--- src/rtl/t5_wbarb_if.sv ---
// rtl/t5_wbarb_if.sv - word-addressed bus bundle shared by the arbiter's masters and memory slave
interface t5_wbarb_if #(
  parameter int XLEN = 32
);
  logic [29:0]     adr;
  logic [XLEN-1:0] dto;
  logic [XLEN-1:0] dti;
  logic [3:0]      sel;
  logic            stb;
  logic            wre;
  logic            ack;
  logic            err;

  modport master (
    output adr, dto, sel, stb, wre,
    input  dti, ack, err
  );

  modport slave (
    input  adr, dto, sel, stb, wre,
    output dti, ack, err
  );
endinterface

--- src/rtl/t5_wbarb.sv ---
// rtl/t5_wbarb.sv - two-master (instruction/data) arbiter onto one memory port with no-ack watchdog
module t5_wbarb #(
  parameter int XLEN = 32,
  parameter int TMO  = 16,
  parameter bit DPRI = 1'b0
) (
  input  logic       sys_clk,
  input  logic       sys_rst,
  t5_wbarb_if.slave  iwb,
  t5_wbarb_if.slave  dwb,
  t5_wbarb_if.master mwb
);

  typedef enum logic [1:0] {
    IDLE = 2'd0,
    IGNT = 2'd1,
    DGNT = 2'd2
  } state_t;

  localparam logic [7:0] CNT_LAST = 8'(TMO - 1);
  localparam logic       LAST_I   = 1'b0;
  localparam logic       LAST_D   = 1'b1;

  state_t     state, state_n;
  logic       last, last_n;
  logic [7:0] cnt, cnt_n;
  logic       in_i, in_d, expired;
  logic       unused_ok;

  assign in_i    = (state == IGNT);
  assign in_d    = (state == DGNT);
  assign expired = (cnt == CNT_LAST) && !mwb.ack;

  always_ff @(posedge sys_clk or negedge sys_rst) begin
    if (!sys_rst) begin
      state <= IDLE;
      last  <= LAST_I;
      cnt   <= '0;
    end else begin
      state <= state_n;
      last  <= last_n;
      cnt   <= cnt_n;
    end
  end

  always_comb begin
    state_n = state;
    last_n  = last;
    cnt_n   = cnt;
    case (state)
      IDLE: begin
        cnt_n = '0;
        if (iwb.stb && dwb.stb) begin
          // On contention the master not served last wins, unless data has priority
          if (DPRI || (last == LAST_I)) begin
            state_n = DGNT;
            last_n  = LAST_D;
          end else begin
            state_n = IGNT;
            last_n  = LAST_I;
          end
        end else if (iwb.stb) begin
          state_n = IGNT;
          last_n  = LAST_I;
        end else if (dwb.stb) begin
          state_n = DGNT;
          last_n  = LAST_D;
        end
      end
      IGNT: begin
        if (!iwb.stb || mwb.ack || expired) state_n = IDLE;
        else                                cnt_n   = cnt + 8'd1;
      end
      DGNT: begin
        if (!dwb.stb || mwb.ack || expired) state_n = IDLE;
        else                                cnt_n   = cnt + 8'd1;
      end
      default: state_n = IDLE;
    endcase
  end

  // Memory side is a pure mux on state so a reset drops it without waiting for a clock
  assign mwb.adr = in_i ? iwb.adr : (in_d ? dwb.adr : '0);
  assign mwb.sel = in_i ? iwb.sel : (in_d ? dwb.sel : '0);
  assign mwb.wre = (in_i && iwb.wre) || (in_d && dwb.wre);
  assign mwb.stb = (in_i && iwb.stb) || (in_d && dwb.stb);
  assign mwb.dto = in_d ? dwb.dto : '0;

  assign iwb.ack = in_i && mwb.ack;
  assign dwb.ack = in_d && mwb.ack;
  assign iwb.err = in_i && expired;
  assign dwb.err = in_d && expired;

  assign iwb.dti = mwb.dti[31:0];
  assign dwb.dti = mwb.dti;

  assign unused_ok = ^{iwb.dto, mwb.err};

endmodule
--- src/flat_wrapper.sv ---
// flat-port wrapper written by rule: the top's interface ports become plain ports
module t5_wbarb_flat 
#(
  parameter int XLEN = 32,
  parameter int TMO  = 16,
  parameter bit DPRI = 1'b0
)
  (sys_clk, sys_rst, iwb_adr, iwb_dto, iwb_sel, iwb_stb, iwb_wre, iwb_dti, iwb_ack, iwb_err, dwb_adr, dwb_dto, dwb_sel, dwb_stb, dwb_wre, dwb_dti, dwb_ack, dwb_err, mwb_adr, mwb_dto, mwb_sel, mwb_stb, mwb_wre, mwb_dti, mwb_ack, mwb_err);
  t5_wbarb_if #(.XLEN(XLEN)) iwb_i ();
  t5_wbarb_if #(.XLEN(XLEN)) dwb_i ();
  t5_wbarb_if #(.XLEN(XLEN)) mwb_i ();
  input  logic sys_clk;
  input  logic sys_rst;
  input wire logic [$bits(iwb_i.adr)-1:0] iwb_adr;
  input wire logic [$bits(iwb_i.dto)-1:0] iwb_dto;
  input wire logic [$bits(iwb_i.sel)-1:0] iwb_sel;
  input wire logic [$bits(iwb_i.stb)-1:0] iwb_stb;
  input wire logic [$bits(iwb_i.wre)-1:0] iwb_wre;
  output wire logic [$bits(iwb_i.dti)-1:0] iwb_dti;
  output wire logic [$bits(iwb_i.ack)-1:0] iwb_ack;
  output wire logic [$bits(iwb_i.err)-1:0] iwb_err;
  input wire logic [$bits(dwb_i.adr)-1:0] dwb_adr;
  input wire logic [$bits(dwb_i.dto)-1:0] dwb_dto;
  input wire logic [$bits(dwb_i.sel)-1:0] dwb_sel;
  input wire logic [$bits(dwb_i.stb)-1:0] dwb_stb;
  input wire logic [$bits(dwb_i.wre)-1:0] dwb_wre;
  output wire logic [$bits(dwb_i.dti)-1:0] dwb_dti;
  output wire logic [$bits(dwb_i.ack)-1:0] dwb_ack;
  output wire logic [$bits(dwb_i.err)-1:0] dwb_err;
  output wire logic [$bits(mwb_i.adr)-1:0] mwb_adr;
  output wire logic [$bits(mwb_i.dto)-1:0] mwb_dto;
  output wire logic [$bits(mwb_i.sel)-1:0] mwb_sel;
  output wire logic [$bits(mwb_i.stb)-1:0] mwb_stb;
  output wire logic [$bits(mwb_i.wre)-1:0] mwb_wre;
  input wire logic [$bits(mwb_i.dti)-1:0] mwb_dti;
  input wire logic [$bits(mwb_i.ack)-1:0] mwb_ack;
  input wire logic [$bits(mwb_i.err)-1:0] mwb_err;
  assign iwb_i.adr = iwb_adr;
  assign iwb_i.dto = iwb_dto;
  assign iwb_i.sel = iwb_sel;
  assign iwb_i.stb = iwb_stb;
  assign iwb_i.wre = iwb_wre;
  assign iwb_dti = iwb_i.dti;
  assign iwb_ack = iwb_i.ack;
  assign iwb_err = iwb_i.err;
  assign dwb_i.adr = dwb_adr;
  assign dwb_i.dto = dwb_dto;
  assign dwb_i.sel = dwb_sel;
  assign dwb_i.stb = dwb_stb;
  assign dwb_i.wre = dwb_wre;
  assign dwb_dti = dwb_i.dti;
  assign dwb_ack = dwb_i.ack;
  assign dwb_err = dwb_i.err;
  assign mwb_adr = mwb_i.adr;
  assign mwb_dto = mwb_i.dto;
  assign mwb_sel = mwb_i.sel;
  assign mwb_stb = mwb_i.stb;
  assign mwb_wre = mwb_i.wre;
  assign mwb_i.dti = mwb_dti;
  assign mwb_i.ack = mwb_ack;
  assign mwb_i.err = mwb_err;
  t5_wbarb #(.XLEN(XLEN), .TMO(TMO), .DPRI(DPRI)) u_core (.sys_clk(sys_clk), .sys_rst(sys_rst), .iwb(iwb_i), .dwb(dwb_i), .mwb(mwb_i));
endmodule
--- config.mk ---
export PLATFORM = sky130hd
export DESIGN_NAME = t5_wbarb_flat
export DESIGN_NICKNAME = d
export VERILOG_FILES = /design/src/rtl/t5_wbarb_if.sv /design/src/rtl/t5_wbarb.sv /design/src/flat_wrapper.sv
export SDC_FILE = /design/constraint.sdc
export NUM_CORES = 1
export LEC_CHECK = 0
export CORE_AREA = 2 2 119 121
export DETAILED_ROUTE_END_ITERATION = 7
export DIE_AREA = 0 0 121 123
export PLACE_DENSITY_LB_ADDON = 0.05
export SLEW_MARGIN = 30
export SYNTH_ARGS = -nofsm -noshare
export SYNTH_HDL_FRONTEND = slang
export SYNTH_SLANG_ARGS = --single-unit
export TNS_END_PERCENT = 5
--- constraint.sdc ---
create_clock -name sys_clk -period 4 [get_ports sys_clk]
set_input_delay 1 -clock sys_clk [delete_from_list [all_inputs] [get_ports sys_clk]]
set_output_delay 1 -clock sys_clk [all_outputs]
set_load 0.05 [all_outputs]
==> results of run 1 <==
[worst paths after layout]
path / end / depth (start not counted) / from
min reg2reg: u_core.last$_DFFE_PN0P_ / 1 / u_core.last$_DFFE_PN0P_
max in group asynchronous: u_core.cnt[3]$_DFFE_PN0P_ / 1 / sys_rst
min in group asynchronous: u_core.cnt[1]$_DFFE_PN0P_ / 1 / sys_rst
min: u_core.last$_DFFE_PN0P_ / 1 / u_core.last$_DFFE_PN0P_
max reg2reg: u_core.cnt[7]$_DFFE_PN0P_ / 7 / u_core.state[1]$_DFFE_PN0P_
max: mwb_dto[16] / 3 / dwb_dto[16]
[routing by layer]
layer | vias to the layer above | GRT usage (%) | routed length, um
li1 | 949 | - | -
met1 | 898 | 14.4 | 3730
met2 | 105 | 20.4 | 4590
met3 | 18 | 3.32 | 901
met4 | 0 | 1.89 | 125
met5 | - | 0 | 0
[synth_stat cells, drive strengths merged (2+ instances only)]
| library cell | number |
|---|---|
| buf | 69 |
| a22o | 37 |
| and2 | 34 |
| dfrtp | 11 |
| nand2 | 10 |
| clkbuf | 8 |
| inv | 6 |
| nor2 | 6 |
| o221ai | 5 |
| a32o | 4 |
| ha | 4 |
| a211oi | 3 |
| nor3 | 3 |
| a21oi | 2 |
| mux2 | 2 |
| nand2b | 2 |
| nand3 | 2 |
| o21ai | 2 |
| o22ai | 2 |
[cell type report]
type | count | area [um^2]
multi-input combinational | 128 | 962
inverter | 7 | 26.3
antenna | 1 | 2.50
timing repair buffer | 181 | 2120
sequential | 11 | 275
fill | 1432 | 9920
clock buffer | 4 | 78.8
tap | 180 | 225
[stage by stage]
stage | total power, uW | util (%) | hold WS [ns]
after floorplan | 1580 | - | 0.481
after detailed placement | 2410 | 26.5 | 0.517
after global placement | 2410 | 26.5 | 0.504
final | 2570 | 27.1 | 0.520
after CTS | 2600 | 27.1 | 0.523
after global routing | 2700 | 27.1 | 0.556
[kinds of logic after synthesis]
logic type	synth area share (%)
AOI/OAI and AO/OA	28.9
adders and majority gates	2.78
buffers and inverters	31.5
DFF	15.3
muxes	2.22
and+or+nand+nor	19.4
[worst register-to-register path: stages (launching register included)]
cell,delay [ns]
sky130_fd_sc_hd__dfrtp_1,0.39
sky130_fd_sc_hd__inv_1,0.10
sky130_fd_sc_hd__ha_1,0.36
sky130_fd_sc_hd__buf_4,0.45
sky130_fd_sc_hd__nand2_1,0.14
sky130_fd_sc_hd__a211oi_2,0.37
sky130_fd_sc_hd__o22a_1,0.45
sky130_fd_sc_hd__mux2_4,0.33
[power by group through the flow]
| stage | Combinational, uW | Clock, uW | Sequential (uW) |
|---|---|---|---|
| 2_1_floorplan | 1420 | 0 | 151 |
| 3_3_place_gp | 2260 | 0 | 154 |
| 3_5_place_dp | 2260 | 0 | 156 |
| 4_1_cts | 2260 | 189 | 154 |
| 5_1_grt | 2340 | 197 | 157 |
| 6_report | 2230 | 183 | 154 |
[flip-flops by register name (all words and copies together) (netlist names)]
register      flops
u_core.last       1
u_core.state      2
u_core.cnt        8
[cell usage in the layout (no fill, tap or decap), types with 3 or more instances in the layout]
| master | n |
|---|---|
| sky130_fd_sc_hd__inv_1 | 6 |
| sky130_fd_sc_hd__buf_12 | 34 |
| sky130_fd_sc_hd__nand2_1 | 10 |
| sky130_fd_sc_hd__o221ai_1 | 5 |
| sky130_fd_sc_hd__dfrtp_1 | 11 |
| sky130_fd_sc_hd__buf_4 | 11 |
| sky130_fd_sc_hd__and2_1 | 34 |
| sky130_fd_sc_hd__a32o_1 | 4 |
| sky130_fd_sc_hd__nor2_1 | 5 |
| sky130_fd_sc_hd__clkbuf_16 | 3 |
| sky130_fd_sc_hd__ha_1 | 4 |
| sky130_fd_sc_hd__a22o_1 | 37 |
| sky130_fd_sc_hd__clkdlybuf4s50_1 | 136 |
==> parameters.txt, run 1 <==
Parameter                              Value

Clocking
  Num Clock Sinks    11
  Clock transition at path regs    0.04 ns
  Clock latency reported for the late side of the worst-skew pair    0.24 ns
  Count of H-tree levels built during CTS    1
  Number of buffers created by CTS    3
  Clock tree from TritonCTS    done
  Hold_buf cts    0
  CTS max path bufs    2
  Post-CTS Setup Bufs    0
  Root buffer cell    sky130_fd_sc_hd__clkbuf_16
  Number of gates resized after cts    0

Logic synthesis
  Cell type with the highest aggregate area in the netlist    sky130_fd_sc_hd__buf_4
  Mapped Nets    399
  Register bit count reported by yosys    11
  Most common flop cell mapped by yosys    sky130_fd_sc_hd__dfrtp_1
  Register area share after synthesis    15.3%
  Share of flip-flops with an asynchronous set or reset after synthesis    100%
  Cell area after synthesis    1800 um^2
  Average cell area after synthesis    8.09 um^2
  Number of warnings issued by yosys    0
  Top-area cell type share of the netlist area    26.6%
  Number of synthesized flops with an enable pin    0
  Number of unique standard cell types used by synthesis    34
  Ranking of synthesized cells by area    sky130_fd_sc_hd__buf_4 (27%), sky130_fd_sc_hd__a22o_1 (18%), sky130_fd_sc_hd__dfrtp_1 (15%)
  Number of standard cells after synthesis    223

Critical path
  Worst endpoint data arrival time    2.42 ns
  Cell breakdown of the critical path    clkdlybuf4s50_1 > and2_1 > clkdlybuf4s50_1
  Largest fanout on the critical path    1
  Data required time of the worst path    3.00 ns
  Slowest Stage Delay on Critical Path    0.85 ns
  R2R setup slack    1.29 ns
  Most used cell, CP    sky130_fd_sc_hd__clkdlybuf4s50_1
  Type of element capturing the critical path    output port
  Family with the most delay on the worst path    buffers and inverters
  Library cell contributing the largest single delay on the critical path    sky130_fd_sc_hd__clkdlybuf4s50_1
  Total buffers and inverters traversed by the critical path    2
  Startpoint Class    input pin
  Path type of the worst setup path    input pin to output port

Pwr
  Proportion of power drawn by the clock network    7.1%
  Peak supply drop    0.198 mV
  Leak    0.00144 uW
  Net switching power    1360 uW
  Internal power    1210 uW
  Power share of the combinational group    86.9%
  Share of total power consumed by net switching    53.0%
  Part of the total power dissipated in sequential elements    6.0%
  Power density over cell area    695 nW/um^2

STA
  Slew margin rel.    61.5%
  RSZ-0062 raised after global routing    false
  Total setup violations reported at the end of the flow    0
  Count of final max-slew check failures    0
  Total Negative Setup Slacks    0 ns
  Pin slew with the least headroom to its limit    0.576 ns
  Min cycle time layout    3.42 ns
  Final critical-path setup slack    0.577 ns
  Number of endpoints with negative hold slack in the final report    0
  Final Cycle Share    85.6%
  Final setup skew    0.00197 ns
  Upper clock frequency limit    292 MHz

Placed design
  Detailed Place HPWL    7640 um
  Placed Cells    507
  Count of input and output buffers    178
  Setup slack at placement    0.564 ns
  Placement-stage cell area    3610 um^2
  Placer congestion estimate    0.725

Global route
  Largest net degree at the start of global routing    36
  Initial antenna violation count    0
  Global-route wire length before repair    13,000 um
  Overall fraction of global-route tracks in use    11.6%
  Congestion Overflow GR    0
  Vias in the first global route    1,960

Floorplanning
  Core Region    13,600 um^2
  Die footprint    14,900 um^2
  Effective utilization at floorplan    13.2%
  Height of the die    123 um
  Top Ports    308
  Number of placement rows    43
  Die width    121 um

Drt
  Iteration count of the initial detailed-routing pass    4
  Total wire length    9350 um
  Wirelength per Cell    18.3 um
  Number of nets with antenna violations after routing    0
  Drt via density    3.85
  Number of design-rule violations left by the first detailed-router iteration    100
  Vias after detailed routing    1,970
  Number of remaining DRC errors    0

Job
  Max-capacitance violation count    0

Layout
  Layout cell share with drive strength beyond 1    16.6%
  Fin cells    512
  Synth-to-layout area growth    105%
  Final instance area    3690 um^2
  Layout Nets    508

Status
  Outcome    completed

Hold path
  Type of the worst min-delay path    register to register
Power figures use the tool's default switching activity.
==> run 2, diff against run 1 <==
--- a/config.mk
+++ b/config.mk
@@ -8,7 +8,7 @@
 export CORE_AREA = 2 2 119 121
 export DETAILED_ROUTE_END_ITERATION = 7
 export DIE_AREA = 0 0 121 123
-export PLACE_DENSITY_LB_ADDON = 0.05
+export PLACE_DENSITY = 0.57
 export SLEW_MARGIN = 30
 export SYNTH_ARGS = -nofsm -noshare
 export SYNTH_HDL_FRONTEND = slang
==> run 2 against run 1 <==
Effect of this change:
- non-clock buffer count unchanged
- final cell count is 0.20% lower
- clock skew is 0.00053 ns higher
- worst setup slack got worse by 0.041 ns
- largest power group unchanged
- highest routed layer unchanged
==> parameters.txt, run 2 (synthesized netlist as in run 1, its figures left out) <==
Parameter                              Value

Global route
  Global-route wire length before repair    12,100 um (was 13,000 um)
  Vias in the first global route    1,998 (was 1,960)
  Initial antenna violation count    0 (unchanged)
  Largest net degree at the start of global routing    41 (was 36)
  Overall fraction of global-route tracks in use    10.4% (was 11.6%)
  Congestion Overflow GR    0 (unchanged)

Clocking
  CTS max path bufs    2 (unchanged)
  Count of H-tree levels built during CTS    1 (unchanged)
  Post-CTS Setup Bufs    0 (unchanged)
  Clock transition at path regs    0.04 ns (about the same)
  Num Clock Sinks    11 (unchanged)
  Number of buffers created by CTS    3 (unchanged)
  Clock tree from TritonCTS    done (unchanged)
  Root buffer cell    sky130_fd_sc_hd__clkbuf_16 (unchanged)
  Number of gates resized after cts    0 (unchanged)
  Hold_buf cts    0 (unchanged)
  Clock latency reported for the late side of the worst-skew pair    0.24 ns (about the same)

STA
  Slew margin rel.    62.0% (was 61.5%)
  Number of endpoints with negative hold slack in the final report    0 (unchanged)
  Total setup violations reported at the end of the flow    0 (unchanged)
  Final Cycle Share    86.6% (was 85.6%)
  Count of final max-slew check failures    0 (unchanged)
  Final setup skew    0.00250 ns (was 0.00197 ns)
  Pin slew with the least headroom to its limit    0.568 ns (was 0.576 ns)
  RSZ-0062 raised after global routing    false (unchanged)
  Total Negative Setup Slacks    0 ns (unchanged)
  Upper clock frequency limit    289 MHz (was 292 MHz)
  Final critical-path setup slack    0.536 ns (was 0.577 ns)
  Min cycle time layout    3.46 ns (was 3.42 ns)

Layout
  Synth-to-layout area growth    105% (about the same)
  # diodes    0 (was 1)
  Area used by sequential logic in the layout    275 um^2 (unchanged)
  Layout Nets    508 (unchanged)
  Total area of multi-input combinational cells    962 um^2 (unchanged)
  Layout cell share with drive strength beyond 1    16.0% (was 16.6%)
  Most common library cell in the layout ignoring fill and taps    sky130_fd_sc_hd__clkdlybuf4s50_1 (unchanged)
  Max reg flops    8 (unchanged)
  Most flop-heavy register    u_core.cnt (unchanged)
  Post-layout util    27.2% (was 27.1%)
  Filler Cell Count    1,401 (was 1,432)
  Most frequent cells in the layout    sky130_fd_sc_hd__clkdlybuf4s50_1 (138), sky130_fd_sc_hd__a22o_1 (37), sky130_fd_sc_hd__and2_1 (34), sky130_fd_sc_hd__buf_12 (34), sky130_fd_sc_hd__dfrtp_1 (11) (was sky130_fd_sc_hd__clkdlybuf4s50_1 (136), sky130_fd_sc_hd__a22o_1 (37), sky130_fd_sc_hd__and2_1 (34), sky130_fd_sc_hd__buf_12 (34))
  Largest regs    u_core.cnt (8), u_core.state (2), u_core.last (1) (unchanged)

Pwr
  Leak    0.00144 uW (about the same)
  Overall power of the completed layout    2540 uW (was 2570 uW)
  Power density over cell area    688 nW/um^2 (was 695 nW/um^2)
  Peak supply drop    0.158 mV (was 0.198 mV)

Critical path
  Data required time of the worst path    3.00 ns (about the same)
  Worst endpoint data arrival time    2.46 ns (was 2.42 ns)
  Slowest Stage Delay on Critical Path    0.82 ns (was 0.85 ns)
  Most used cell, CP    sky130_fd_sc_hd__clkdlybuf4s50_1 (unchanged)
  Largest fanout on the critical path    1 (unchanged)
  Type of element capturing the critical path    output port (unchanged)
  Path type of the worst setup path    input pin to output port (unchanged)
  Library cell contributing the largest single delay on the critical path    sky130_fd_sc_hd__clkdlybuf4s50_1 (unchanged)
  Startpoint Class    input pin (unchanged)
  Cell breakdown of the critical path    clkdlybuf4s50_1 > and2_1 > clkdlybuf4s50_1 (unchanged)

Status
  Outcome    completed (unchanged)

Drt
  Number of nets with antenna violations after routing    0 (unchanged)
  Vias after detailed routing    2,018 (was 1,970)
  Wirelength per Cell    16.7 um (was 18.3 um)
  Number of remaining DRC errors    0 (unchanged)
  Total wire length    8550 um (was 9350 um)
  Number of design-rule violations left by the first detailed-router iteration    118 (was 100)
  Drt via density    3.95 (was 3.85)
  Iteration count of the initial detailed-routing pass    4 (unchanged)

Placed design
  Detailed Place HPWL    6940 um (was 7640 um)
  Placer congestion estimate    0.767 (was 0.725)
  Setup slack at placement    0.556 ns (was 0.564 ns)
  Count of input and output buffers    178 (unchanged)

Floorplanning
  Height of the die    123 um (unchanged)
  Die footprint    14,900 um^2 (unchanged)
  Core Region    13,600 um^2 (unchanged)
  Number of placement rows    43 (unchanged)
  Effective utilization at floorplan    13.2% (unchanged)
  Top Ports    308 (unchanged)
  Die width    121 um (unchanged)

Hold path
  Type of the worst min-delay path    register to register (unchanged)

Job
  Max-capacitance violation count    0 (unchanged)
## run 2: metal layers
metal  track usage (%)  vias up  part of all wire [%]
met5                 0        -                     0
met4              2.18        0                   1.1
met3              3.32       11                   9.6
met2              17.6      125                    50
met1              13.0      934                    39
li1                  -      948                     -
## run 2: final timing paths
kind / slack, ns / endpoint / startpoint / cells after the start
min in group asynchronous: 1.11 / u_core.cnt[5]$_DFFE_PN0P_ / sys_rst / 1
min: 0.51 / u_core.last$_DFFE_PN0P_ / u_core.last$_DFFE_PN0P_ / 1
max reg2reg: 1.55 / u_core.cnt[0]$_DFFE_PN0P_ / u_core.state[1]$_DFFE_PN0P_ / 7
min reg2reg: 0.51 / u_core.last$_DFFE_PN0P_ / u_core.last$_DFFE_PN0P_ / 1
max in group asynchronous: 2.54 / u_core.cnt[3]$_DFFE_PN0P_ / sys_rst / 1
max: 0.54 / mwb_dto[2] / dwb_dto[2] / 3
## run 2: metrics by stage
stage	cell area [um^2]	instances	hold WS (ns)
after floorplan	1800	223	0.481
after detailed placement	3620	507	0.507
after CTS	3700	511	0.514
after global routing	3700	511	0.552
final	3700	511	0.511
after global placement	3620	507	0.503
## run 2: power by group
part           total (uW)  leakage, uW  switching [uW]  internal, uW
Sequential            153     0.000147            18.4           135
Combinational        2210      0.00126            1270           937
Clock                 182    0.0000382            48.3           134
## run 2: area by class of cell
| cell class | instances | area share, % |
|---|---|---|
| tap | 180 | 6.09 |
| clock buffer | 4 | 2.13 |
| timing repair buffer | 181 | 57.6 |
| sequential | 11 | 7.45 |
| inverter | 7 | 0.711 |
| multi-input combinational | 128 | 26.0 |
## run 2: worst max-delay path: cells and delay by family
family | cells | cell delay [ns]
simple gates | 1 | 0.16
buf+inv | 2 | 1.30
